==> config.mk <==
export PLATFORM = sky130hd
export DESIGN_NAME = latch_downcounter
export DESIGN_NICKNAME = d
export VERILOG_FILES = /design/src/rtl/latch_downcounter_pkg.sv /design/src/rtl/latch_downcounter_tick_prescaler.sv /design/src/rtl/latch_downcounter.sv
export SDC_FILE = /design/constraint.sdc
export NUM_CORES = 1
export LEC_CHECK = 0
export BUFFER_PORTS_ARGS = -buffer_cell sky130_fd_sc_hd__buf_2
export CORE_MARGIN = 5
export CORE_UTILIZATION = 44
export CTS_CLUSTER_DIAMETER = 30
export DETAILED_ROUTE_END_ITERATION = 8
export PLACE_DENSITY = 0.72
export RECOVER_POWER = 50
export SLEW_MARGIN = 5
export SYNTH_ARGS = -nofsm -noshare
export SYNTH_HDL_FRONTEND = slang
export SYNTH_SLANG_ARGS = --single-unit
==> constraint.sdc <==
create_clock -name clk -period 1.8 [get_ports clk]
set_input_delay 0.09 -clock clk [delete_from_list [all_inputs] [get_ports clk]]
set_output_delay 0.09 -clock clk [all_outputs]
set_load 0.03 [all_outputs]
==> src/rtl/latch_downcounter_pkg.sv <==
// latch_downcounter_pkg: shared state encoding, defaults and prescaler width helper
package latch_downcounter_pkg;
  typedef enum logic [1:0] {IDLE = 2'd0, RUN = 2'd1, DONE = 2'd2} state_e;
  localparam int DEF_WIDTH = 8;
  localparam int DEF_PRESCALE = 1;
  function automatic int ps_width(input int p);
    return (p <= 2) ? 1 : $clog2(p);
  endfunction
endpackage

==> src/rtl/latch_downcounter_tick_prescaler.sv <==
// tick_prescaler: PRESCALE-cycle divider producing a one-cycle tick while enabled
module tick_prescaler
  import latch_downcounter_pkg::*;
#(
  parameter int PRESCALE = DEF_PRESCALE
) (
  input  logic clk,
  input  logic rst,
  input  logic clr,
  input  logic en,
  output logic tick
);
  localparam int PW = ps_width(PRESCALE);
  logic [PW-1:0] cnt_q, cnt_d;
  assign tick = en && (cnt_q == PW'(PRESCALE - 1));
  always_comb cnt_d = clr ? '0 : !en ? cnt_q : tick ? '0 : cnt_q + PW'(1);
  always_ff @(posedge clk) cnt_q <= rst ? '0 : cnt_d;
endmodule

==> src/rtl/latch_downcounter.sv <==
// latch_downcounter: loadable prescaled down-counter that latches at zero with done pulse.
// Define LATCH_DOWNCOUNTER_RELOAD_EN to reload the last loaded value at zero (periodic timer).
module latch_downcounter
  import latch_downcounter_pkg::*;
#(
  parameter int WIDTH = DEF_WIDTH,
  parameter int PRESCALE = DEF_PRESCALE
) (
  input  logic             clk,
  input  logic             rst,
  input  logic             clear,
  input  logic             load,
  input  logic [WIDTH-1:0] load_value,
  input  logic             en,
  output logic [WIDTH-1:0] count,
  output logic             busy,
  output logic             zero,
  output logic             done
);
  state_e state_q, state_d;
  logic [WIDTH-1:0] count_q, count_d;
  logic busy_q, zero_q, done_q, done_d, tick;
`ifdef LATCH_DOWNCOUNTER_RELOAD_EN
  logic [WIDTH-1:0] reload_q, reload_d;
`endif
  // a load or clear restarts the prescaler phase so the first decrement is a full period away
  tick_prescaler #(.PRESCALE(PRESCALE)) u_prescaler (
    .clk (clk),
    .rst (rst),
    .clr (clear | load),
    .en  (en && state_q == RUN),
    .tick(tick)
  );
  always_comb begin
    state_d = state_q;
    count_d = count_q;
    done_d = 1'b0;
`ifdef LATCH_DOWNCOUNTER_RELOAD_EN
    reload_d = reload_q;
`endif
    if (clear) begin
      state_d = IDLE;
      count_d = '0;
    end else if (load) begin
      count_d = load_value;
      state_d = (load_value != '0) ? RUN : DONE;
      done_d = (load_value == '0);
`ifdef LATCH_DOWNCOUNTER_RELOAD_EN
      reload_d = load_value;
`endif
    end else if (state_q == RUN && tick) begin
      done_d = (count_q == WIDTH'(1));
`ifdef LATCH_DOWNCOUNTER_RELOAD_EN
      count_d = done_d ? reload_q : count_q - WIDTH'(1);
`else
      count_d = count_q - WIDTH'(1);
      state_d = done_d ? DONE : RUN;
`endif
    end
  end
  always_ff @(posedge clk) begin
    if (rst) begin
      state_q <= IDLE;
      count_q <= '0;
      busy_q <= 1'b0;
      zero_q <= 1'b1;
      done_q <= 1'b0;
    end else begin
      state_q <= state_d;
      count_q <= count_d;
      busy_q <= (state_d == RUN);
      zero_q <= (count_d == '0);
      done_q <= done_d;
    end
  end
`ifdef LATCH_DOWNCOUNTER_RELOAD_EN
  always_ff @(posedge clk) reload_q <= rst ? '0 : reload_d;
`endif
  assign count = count_q;
  assign busy = busy_q;
  assign zero = zero_q;
  assign done = done_q;
endmodule

---- After elaboration in Yosys (flattened, before gate mapping) ----
Index checks and enable logic that the tools add are counted.
cells by class
  $add $sub $neg .......................... 2
  reductions and logical operators ........ 8
  multiplexer cells ....................... 11
  eq/ne operators ......................... 3
  bitwise operators ....................... 2
operators by type and width
  cell                   number
  $mux W8                3
  $logic_not A8 Y1       2
  $mux W2                5
  $eq A8 B1 Y1 const B   1
  $reduce_bool A8 Y1     1
  $sub A8 B1 Y8 const B  1
  $eq A2 B1 Y1 const B   2
  $reduce_or A2 Y1       2
  $logic_and A1 B1 Y1    3
  $mux W1                3
  $add A1 B1 Y1 const B  1
  $not A1 Y1             1
  $or A1 B1 Y1           1
word-level totals
  output and inout bits ................... 11
  word-level logic and storage cells ...... 32
  bits in registers ....................... 14

---- Logic depth before layout (Yosys ltp) ----
Gate-level depths: netlist of run 1.
  depth in word-level cells ............... 8
  depth in mapped cells ................... 7
  mapped depth without buffers ............ 7

---- Hierarchy ----
Synthesis of run 1 repeated with hierarchy kept, for this count alone.
unflattened totals
  cells, all modules ...................... 95
  area, all modules ....................... 790.8 µm²
by module, submodules not included
  module             cells an instance  area an instance (µm²)  seq. area each (µm²)  instances
  latch_downcounter  92                 749.5                   260.2                 1
  tick_prescaler     3                  41.3                    20.0                  1

---- Least setup slack after synthesis of run 1 ----
OpenSTA, ideal clock, no wires.
  kind .................................... register -> register
  start ................................... register count_q[0], in the netlist count[0]
  end ..................................... register zero_q, in the netlist zero
  slack ................................... -0.113 ns
  clock period less this slack ............ 1.913 ns
  setup time .............................. 0.058 ns
  path buffers ............................ 0
  stages on the path, launching flop included .. 8
  arrival time ............................ 1.855 ns
  path through ............................ dfxtp_1 -> inv_1 -> ha_1 -> and3_4 -> mux2i_1 -> a31o_1 -> a2111oi_2 -> o22a_1
on the way
  longest elaborated chain between the ends .. 5
RTL lines
  what                    line                     source
  start, declared         latch_downcounter.sv:21  logic [WIDTH-1:0] count_q, count_d;
  start signal, assigned  latch_downcounter.sv:70  count_q <= count_d;
  $sub A8 B1 Y8           latch_downcounter.sv:56  count_d = count_q - WIDTH'(1);
  $mux W8 *               latch_downcounter.sv:51  end else if (state_q == RUN && tick) begin
  $mux W8 *               latch_downcounter.sv:44  end else if (load) begin
  $mux W8 *               latch_downcounter.sv:41  if (clear) begin
  $logic_not A8 Y1 *      latch_downcounter.sv:72  zero_q <= (count_d == '0);
  end signal, assigned    latch_downcounter.sv:72
  end, declared           latch_downcounter.sv:22  logic busy_q, zero_q, done_q, done_d, tick;
Every way passes the cells marked *; elsewhere a longest branch is shown, timed or not.
A chain may end at the register's enable or synchronous reset.

---- Worst setup path after layout of run 1 ----
  start ................................... register u_prescaler.cnt_q
  end ..................................... register zero_q, in the netlist zero
on the way
  longest elaborated chain between the ends .. 7
RTL lines
  what                    line                                    source
  start, declared         latch_downcounter_tick_prescaler.sv:14  logic [PW-1:0] cnt_q, cnt_d;
  start signal, assigned  latch_downcounter_tick_prescaler.sv:17  always_ff @(posedge clk) cnt_q <= rst ? '0 : cnt_d;
  $not A1 Y1              latch_downcounter_tick_prescaler.sv:15  assign tick = en && (cnt_q == PW'(PRESCALE - 1));
  $logic_and A1 B1 Y1     latch_downcounter_tick_prescaler.sv:15
  $logic_and A1 B1 Y1     latch_downcounter.sv:51
  $mux W8                 latch_downcounter.sv:51
  $mux W8                 latch_downcounter.sv:44
  $mux W8                 latch_downcounter.sv:41
  $logic_not A8 Y1        latch_downcounter.sv:72
Every way passes these cells.

==> results of run 1 <==
-- worst register-to-register path: stages, from the launching register on --
cell and delay, ns:
sky130_fd_sc_hd__dfxtp_1 0.33, sky130_fd_sc_hd__and4bb_2 0.34, sky130_fd_sc_hd__mux2i_1 0.23, sky130_fd_sc_hd__nor2_1 0.07
sky130_fd_sc_hd__a2111oi_2 0.37, sky130_fd_sc_hd__nor4_1 0.09, sky130_fd_sc_hd__o22a_1 0.21
-- registers in the layout, summed over array words and instances (netlist names) --
register and flops:
u_prescaler.cnt_q 1, state_q 2, done 1, count 8, zero 1, busy 1
-- per-stage QoR --
step | hold WS, ns | std cells | instance area (sq um) | utilization, % | TNS (ns)
after CTS | 0.0305 | 155 | 1050 | 60.1 | 0
after detailed placement | 0.339 | 151 | 1010 | 57.9 | -0.00755
after global routing | 0.0388 | 156 | 1090 | 62.4 | -0.0458
final | 0.0456 | 156 | 1090 | 62.4 | 0
after global placement | 0.332 | 151 | 1010 | 57.9 | 0
after floorplan | 0.162 | 98 | 816 | - | 0
-- synthesized netlist by cell type (2+ instances only) --
cell	number
sky130_fd_sc_hd__nor2_1	15
sky130_fd_sc_hd__dfxtp_1	14
sky130_fd_sc_hd__xor2_1	4
sky130_fd_sc_hd__nor3_1	3
sky130_fd_sc_hd__clkbuf_1	3
sky130_fd_sc_hd__mux2i_1	3
sky130_fd_sc_hd__a211oi_1	3
sky130_fd_sc_hd__nand2b_1	2
sky130_fd_sc_hd__o21ai_0	2
sky130_fd_sc_hd__nand4_1	2
sky130_fd_sc_hd__nor2b_1	3
sky130_fd_sc_hd__inv_1	5
sky130_fd_sc_hd__and2_1	2
sky130_fd_sc_hd__nor4b_1	2
sky130_fd_sc_hd__a21oi_1	3
sky130_fd_sc_hd__ha_1	2
sky130_fd_sc_hd__nand2_1	8
-- logic make-up (layout without fill, tap and decap cells) --
logic type / after synthesis / count (layout) / share of synthesized area (%)
and+or+nand+nor: 49 / 49 / 33.7
AOI/OAI and AO/OA: 17 / 17 / 15.9
DFF: 14 / 14 / 34.5
buffers and inverters: 8 / 41 / 3.70
xor gates and xnor gates: 5 / 5 / 5.39
muxes: 3 / 3 / 3.70
adders and majority gates: 2 / 2 / 3.08
-- per-layer routing --
layer	up-vias	share of wire, %	GRT usage, %
li1	423	-	-
met1	405	46	23.2
met2	34	45	27.7
met3	2	7.9	5.92
met4	0	0.44	4.26
met5	-	0	0
-- area by class of cell --
| class | count | area, sq um | share of cell area [%] |
|---|---|---|---|
| Multi-Input combinational cell | 76 | 548 | 50.3 |
| Sequential cell | 14 | 285 | 26.2 |
| Timing Repair Buffer | 32 | 169 | 15.5 |
| Clock buffer | 4 | 36.3 | 3.33 |
| Tap cell | 25 | 31.3 | 2.87 |
| Inverter | 5 | 18.8 | 1.72 |
-- layout by cell type (no fill, tap or decap), types with 2 or more instances in the layout --
| cell | count |
|---|---|
| sky130_fd_sc_hd__mux2i_1 | 3 |
| sky130_fd_sc_hd__dfxtp_2 | 4 |
| sky130_fd_sc_hd__nor2_1 | 14 |
| sky130_fd_sc_hd__buf_2 | 12 |
| sky130_fd_sc_hd__buf_4 | 9 |
| sky130_fd_sc_hd__nor3_1 | 3 |
| sky130_fd_sc_hd__dfxtp_1 | 10 |
| sky130_fd_sc_hd__and2_1 | 2 |
| sky130_fd_sc_hd__nor2b_1 | 3 |
| sky130_fd_sc_hd__a21oi_1 | 3 |
| sky130_fd_sc_hd__inv_1 | 5 |
| sky130_fd_sc_hd__a211oi_1 | 3 |
| sky130_fd_sc_hd__clkbuf_4 | 3 |
| sky130_fd_sc_hd__xor2_1 | 4 |
| sky130_fd_sc_hd__nor4b_1 | 2 |
| sky130_fd_sc_hd__nand4_1 | 2 |
| sky130_fd_sc_hd__o21ai_0 | 2 |
| sky130_fd_sc_hd__nand2b_1 | 2 |
| sky130_fd_sc_hd__clkbuf_1 | 11 |
| sky130_fd_sc_hd__nand2_1 | 8 |
-- power by group --
part | total (mW) | leakage (nW) | switching [mW] | internal [mW]
registers | 0.335 | 0.116 | 0.0124 | 0.323
logic | 0.161 | 0.295 | 0.0946 | 0.0661
clock network | 0.229 | 0.0210 | 0.106 | 0.123
total | 0.725 | 0.432 | 0.213 | 0.512
-- path summary, 6_finish.rpt --
path                         end  slack [ns]
max reg2reg      zero$_SDFF_PP1_        0.07
min          count[2]$_SDFF_PP0_        0.05
min reg2reg      busy$_SDFF_PP0_        0.50
max              zero$_SDFF_PP1_        0.07
-- repair_timing --
item | CTS | global route
endpoints found under the setup margin | 1 | 1
pin swaps | 0 | 2
gates resized for setup | 1 | 8
setup buffers | 0 | 1
hold buffers | 0 | 0
==> impl_summary.log, run 1 <==
[metrics] overall via count from detail_route: 864
[metrics] filler instances: 164
[metrics] IO buf count: 23
[metrics] worst clock skew on the final layout: 0.0122 ns
[metrics] layout cell share with drive strength beyond 1: 29.8%
[metrics] share of Yosys cell area claimed by the top area cell type: 34.5%
[metrics] Pleak: 0.432 nW
[metrics] total grt overflow: 0
[metrics] combined global-route utilization of all metal layers: 17.7%
[metrics] via count of the first global-routing pass: 789
[metrics] start-to-end type of the worst setup path: flop to flop
[metrics] worst slew margin relative to its limit: 73.1%
[metrics] routed length per instance: 14.6 um
[metrics] placeable core region: 0.00175 sq mm
[metrics] clock tree from TritonCTS: done
[metrics] Die Outline Area: 0.00280 sq mm
[metrics] Syn Area/Cell: 8.29 sq um
[metrics] # rows: 15
[metrics] global-route wire length before repair: 3.63 mm
[metrics] result of the run: complete, no violations
[metrics] largest fanout of any net on the critical path: 3
[metrics] slowest stage cell on the critical path: sky130_fd_sc_hd__a2111oi_2
[metrics] Final Hold Viols: 0
[metrics] pre-CTS WS: -0.00755 ns
[metrics] sinks on the clock net: 14
[metrics] root buffer cell: sky130_fd_sc_hd__clkbuf_4
[metrics] sequential cell area fraction in the yosys report: 34.5%
[metrics] Critical Path Sink Type: flop
[metrics] die span in y: 53.0 um
[metrics] number of levels in the clock H-tree: 1
[metrics] worst vdd ir: 0.577 mV
[metrics] post-route total power: 0.725 mW
[metrics] Final setup violation count: 0
[metrics] max-slew violations: 0
[metrics] FF-to-FF Start: u_prescaler.cnt_q$_SDFFE_PP0P_
[metrics] number of max-cap violations: 0
[metrics] logic depth of the worst setup path including buffers: 6
[metrics] main flop type after synthesis: sky130_fd_sc_hd__dfxtp_1
[metrics] remaining antenna violation count: 0
[metrics] Synth Cell Area: 812 sq um
[metrics] Area contributors post-synth: sky130_fd_sc_hd__dfxtp_1, sky130_fd_sc_hd__nor2_1, sky130_fd_sc_hd__xor2_1
[metrics] endpoint arrival time on the critical path: 1.92 ns
[metrics] minimum clock period after layout: 1.73 ns
[metrics] element type at the critical path start: flop
[metrics] ordered cell list for the critical path: and4bb_2, mux2i_1, nor2_1, a2111oi_2, nor4_1, o22a_1
[metrics] number of diodes added for antenna fixing: 0
[metrics] leading area contributor after synthesis: sky130_fd_sc_hd__dfxtp_1
[metrics] clock transition at the register clock pins on the worst setup and hold paths after CTS: 0.09 ns
[metrics] Power per Cell Area: 666 mW/mm^2
[metrics] # nets final: 147
[metrics] Detailed Route Iter0 Violations: 18
[metrics] Slew @ Worst Pin: 0.399 ns
[metrics] synth warn: 0
[metrics] number of distinct standard cells referenced by the synthesized netlist: 39
[metrics] initial cell density of the core: 46.5%
[metrics] total wire length: 2.28 mm
[metrics] fin worst setup slack: 0.0705 ns
[metrics] CP top delay family: compound AO/OA/AOI/OAI gates
[metrics] drt first pass iters: 4
[metrics] number of synthesized flops with an enable pin: 0
[metrics] placer's final routability congestion estimate: 0.865
[metrics] worst min path class: primary input to flop
[metrics] cell depth of the worst min-delay path: 2
[metrics] chip width: 53.0 um
[metrics] clock buffer count from CTS: 3
[metrics] Synth Register Bits: 14
[metrics] buffer depth of the longest clock path: 2
[metrics] cell depth of the worst flop-to-flop path: 6
[metrics] number of standard cells after synthesis: 98
[metrics] detailed placer's ending HPWL: 1.74 mm
[metrics] post-synthesis net count: 113
[metrics] Post-synth ARST share: 0%
[metrics] CP required: 1.99 ns
[metrics] Worst Setup SP: u_prescaler.cnt_q$_SDFFE_PP0P_
[metrics] DRC errors left: 0
[metrics] ratio of final minimum period to clock period: 96.1%
[metrics] pin count of the biggest net entering global routing: 16
[metrics] detail-routed via count per cell: 5.54
[metrics] Worst Hold Launch: rst
[metrics] area growth from synthesis to layout: 34.1%
[metrics] antenna violations before repair: 0
[metrics] clock latency of the later-clocked register in the worst-skew pair: 0.29 ns
[metrics] Max Freq: 578 MHz
[metrics] count of buffering cells on the critical path with inverters included: 0
[metrics] delay of the slowest critical-path stage: 0.37 ns
[metrics] top-level port count: 24
Power figures use the tool's default switching activity.
==> run 2, diff against run 1 <==
Settings changed: ABC_AREA from default to 1, CORE_UTILIZATION 44 to 45, PLACE_DENSITY 0.72 to 0.73.
==> run 2 against run 1 <==
Setup slack better by 0.11 ns; utilization decreased by 6.8 points; clock power is 21% lower; critical path depth is 7 higher; critical path type unchanged; highest routed layer unchanged; largest power group unchanged; hold slack gained 0.045 ns; wire length down 9.2%; first-iteration DRC count increased by 11%; sequential share of layout area up 2.4 points; die area rose by 1.7%.
==> impl_summary.log, run 2 <==
[metrics] global-route wire length before repair: 3.55 mm (-2.1%)
[metrics] element type at the critical path start: flop
[metrics] antenna violations before repair: 0 (unchanged)
[metrics] chip width: 53.4 um (+0.87%)
[metrics] Pleak: 0.461 nW (+6.6%)
[metrics] total grt overflow: 0 (unchanged)
[metrics] pin count of the biggest net entering global routing: 17 (+1)
[metrics] root buffer cell: sky130_fd_sc_hd__clkbuf_4
[metrics] Synth Cell Area: 848 sq um (+4.5%)
[metrics] global-route met2 utilization: 27.1% (-0.54 points)
[metrics] Die Outline Area: 0.00285 sq mm (+1.7%)
[metrics] worst min path class: primary input to flop
[metrics] start-to-end type of the worst setup path: flop to flop
[metrics] Post-synth ARST share: 0% (unchanged)
[metrics] leading area contributor after synthesis: sky130_fd_sc_hd__dfxtp_1
[metrics] worst vdd ir: 0.391 mV (-32%)
[metrics] cell types with the highest counts after synthesis: sky130_fd_sc_hd__nand2_1, sky130_fd_sc_hd__nor2_1, sky130_fd_sc_hd__inv_1, sky130_fd_sc_hd__dfxtp_1, sky130_fd_sc_hd__nand3_1
[metrics] CP dominant cell by count: sky130_fd_sc_hd__nand2_1
[metrics] initial cell density of the core: 48.1% (+1.6 points)
[metrics] delay of the slowest critical-path stage: 0.45 ns (+0.08 ns)
[metrics] CP top delay family: simple AND/OR/NAND/NOR gates
[metrics] commonest cells after routing, fill and taps aside: sky130_fd_sc_hd__nand2_1, sky130_fd_sc_hd__nor2_1, sky130_fd_sc_hd__inv_1
[metrics] die span in y: 53.4 um (+0.87%)
[metrics] sinks on the clock net: 14 (unchanged)
[metrics] worst clock skew on the final layout: 0.00129 ns (-0.0109 ns)
[metrics] Slew @ Worst Pin: 0.471 ns (+0.0714 ns)
[metrics] RSZ-0062 raised after global routing: no
[metrics] clock buffer count from CTS: 3 (unchanged)
[metrics] post-layout instance area: 980 sq um (-10%)
[metrics] Synth Register Bits: 14 (unchanged)
[metrics] met3 layer usage reported by global route: 2.54% (-3.4 points)
[metrics] most instantiated library cell after synthesis: sky130_fd_sc_hd__nand2_1
[metrics] number of standard cells after synthesis: 135 (+38%)
[metrics] Placed Cells: 180 (+19%)
[metrics] max-slew violations: 0 (unchanged)
[metrics] number of cells upsized or downsized after cts: 0 (-1)
[metrics] # nets final: 175 (+19%)
[metrics] ratio of final minimum period to clock period: 90.2% (-5.9 points)
[metrics] total setup buffers inserted after CTS: 0 (unchanged)
[metrics] largest fanout of any net on the critical path: 5 (+2)
[metrics] final hold slack: 0.0902 ns (+0.0446 ns)
[metrics] placeable core region: 0.00176 sq mm (+1.1%)
[metrics] Setup Total Neg Slack: 0 ns (unchanged)
[metrics] Util after Layout: 55.5% (-6.8 points)
[metrics] CP required: 2.03 ns (+0.04 ns)
[metrics] slowest stage cell on the critical path: sky130_fd_sc_hd__dfxtp_1
[metrics] IO buf count: 23 (unchanged)
[metrics] Syn Area/Cell: 6.28 sq um (-24%)
[metrics] minimum clock period after layout: 1.62 ns (-0.106 ns)
[metrics] remaining antenna violation count: 0 (unchanged)
[metrics] number of levels in the clock H-tree: 1 (unchanged)
[metrics] post-synthesis net count: 150 (+33%)
[metrics] global-route layer with the greatest usage: met2
[metrics] buffer depth of the longest clock path: 2 (unchanged)
[metrics] number of diodes added for antenna fixing: 0 (unchanged)
[metrics] count of buffering cells on the critical path with inverters included: 1 (+1)
[metrics] synth warn: 0 (unchanged)
[metrics] ordered cell list for the critical path: inv_1, ha_1, nand2_1, nand2_1, nand2_1, nand2_1, o21ai_0, nand2_1, nand2_1, nand2_1, nor2_1, nand2_1, nand2_1
[metrics] Critical Path Sink Type: flop
[metrics] Power per Cell Area: 684 mW/mm^2 (+2.7%)
[metrics] fin worst setup slack: 0.177 ns (+0.106 ns)
[metrics] sequential cell area fraction in the yosys report: 33.0% (-1.5 points)
[metrics] share of Yosys cell area claimed by the top area cell type: 33.0% (-1.5 points)
[metrics] layout cell share with drive strength beyond 1: 12.7% (-17 points)
[metrics] combined global-route utilization of all metal layers: 16.9% (-0.83 points)
[metrics] via count of the first global-routing pass: 862 (+9.3%)
[metrics] number of max-cap violations: 0 (unchanged)
[metrics] total cell area at the placement stage: 971 sq um (-4.0%)
[metrics] area growth from synthesis to layout: 15.5%
[metrics] result of the run: complete, no violations
[metrics] overall via count from detail_route: 894 (+3.5%)
[metrics] met1 GRT Util: 22.3% (-0.95 points)
[metrics] detailed placer's ending HPWL: 1.66 mm (-4.3%)
[metrics] main flop type after synthesis: sky130_fd_sc_hd__dfxtp_1
[metrics] placer's final routability congestion estimate: 0.874 (+0.98%)
[metrics] number of synthesized flops with an enable pin: 0 (unchanged)
[metrics] Final Hold Viols: 0 (unchanged)
[metrics] pre-CTS WS: 0.204 ns (+0.212 ns)
[metrics] endpoint arrival time on the critical path: 1.86 ns (-0.06 ns)
[metrics] Detailed Route Iter0 Violations: 20 (+2)
[metrics] top-level port count: 24 (unchanged)
[metrics] total wire length: 2.07 mm (-9.2%)
[metrics] # rows: 15 (unchanged)
[metrics] clock tree from TritonCTS: done
[metrics] routed length per instance: 11.3 um (-23%)
[metrics] clock latency of the later-clocked register in the worst-skew pair: 0.28 ns (about the same)
[metrics] drt first pass iters: 4 (unchanged)
[metrics] DRC errors left: 0 (unchanged)
[metrics] number of distinct standard cells referenced by the synthesized netlist: 23 (-41%)
[metrics] cts hold-fix bufs: 0 (unchanged)
[metrics] post-route total power: 0.670 mW (-7.5%)
[metrics] max FFs per register: 8 (unchanged)
[metrics] clock transition at the register clock pins on the worst setup and hold paths after CTS: 0.08 ns (about the same)
[metrics] non-filler instance count after layout: 183 (+17%)
[metrics] Area contributors post-synth: sky130_fd_sc_hd__dfxtp_1, sky130_fd_sc_hd__nand2_1, sky130_fd_sc_hd__nor2_1
[metrics] detail-routed via count per cell: 4.89 (-12%)
[metrics] Final setup violation count: 0 (unchanged)
[metrics] worst slew margin relative to its limit: 68.6% (-4.5 points)
[metrics] leading cell type in the layout, fill and taps excluded: sky130_fd_sc_hd__nand2_1
[metrics] Max Freq: 616 MHz (+6.5%)
-- run 2: where the power goes --
group | internal (mW) | switching (mW) | total, mW
Sequential | 0.322 | 0.0118 | 0.334
Clock | 0.0777 | 0.103 | 0.181
Combinational | 0.0508 | 0.105 | 0.156
Total | 0.451 | 0.219 | 0.670
-- run 2: worst paths after layout --
| kind | endpoint | slack (ns) | depth (start not counted) | start |
|---|---|---|---|---|
| worst max-delay path | zero$_SDFF_PP1_ | 0.18 | 13 | count[0]$_SDFF_PP0_ |
| worst min-delay path | count[5]$_SDFF_PP0_ | 0.09 | 2 | rst |
| worst max register to register | zero$_SDFF_PP1_ | 0.18 | 13 | count[0]$_SDFF_PP0_ |
| worst min register to register | u_prescaler.cnt_q$_SDFFE_PP0P_ | 0.52 | 2 | u_prescaler.cnt_q$_SDFFE_PP0P_ |
-- run 2: kinds of logic after synthesis --
logic type | synth area share, %
flops | 33.0
simple gates | 44.8
buf+inv | 10.3
fa+ha+maj | 2.95
compound gates | 7.82
xor+xnor | 1.03
-- run 2: layer usage --
metal | vias up | part of all wire, %
li1 | 473 | -
met1 | 390 | 49
met2 | 26 | 42
met3 | 5 | 6.2
met4 | 0 | 2.0
met5 | - | 0
-- run 2: layout make-up --
cell class,instances,area (sq um)
inverters,15,56.3
fillers,200,785
repair buffers,24,109
well taps,25,31.3
multi-input cells,102,480
flip-flops and latches,14,280
clock buffers,3,22.5
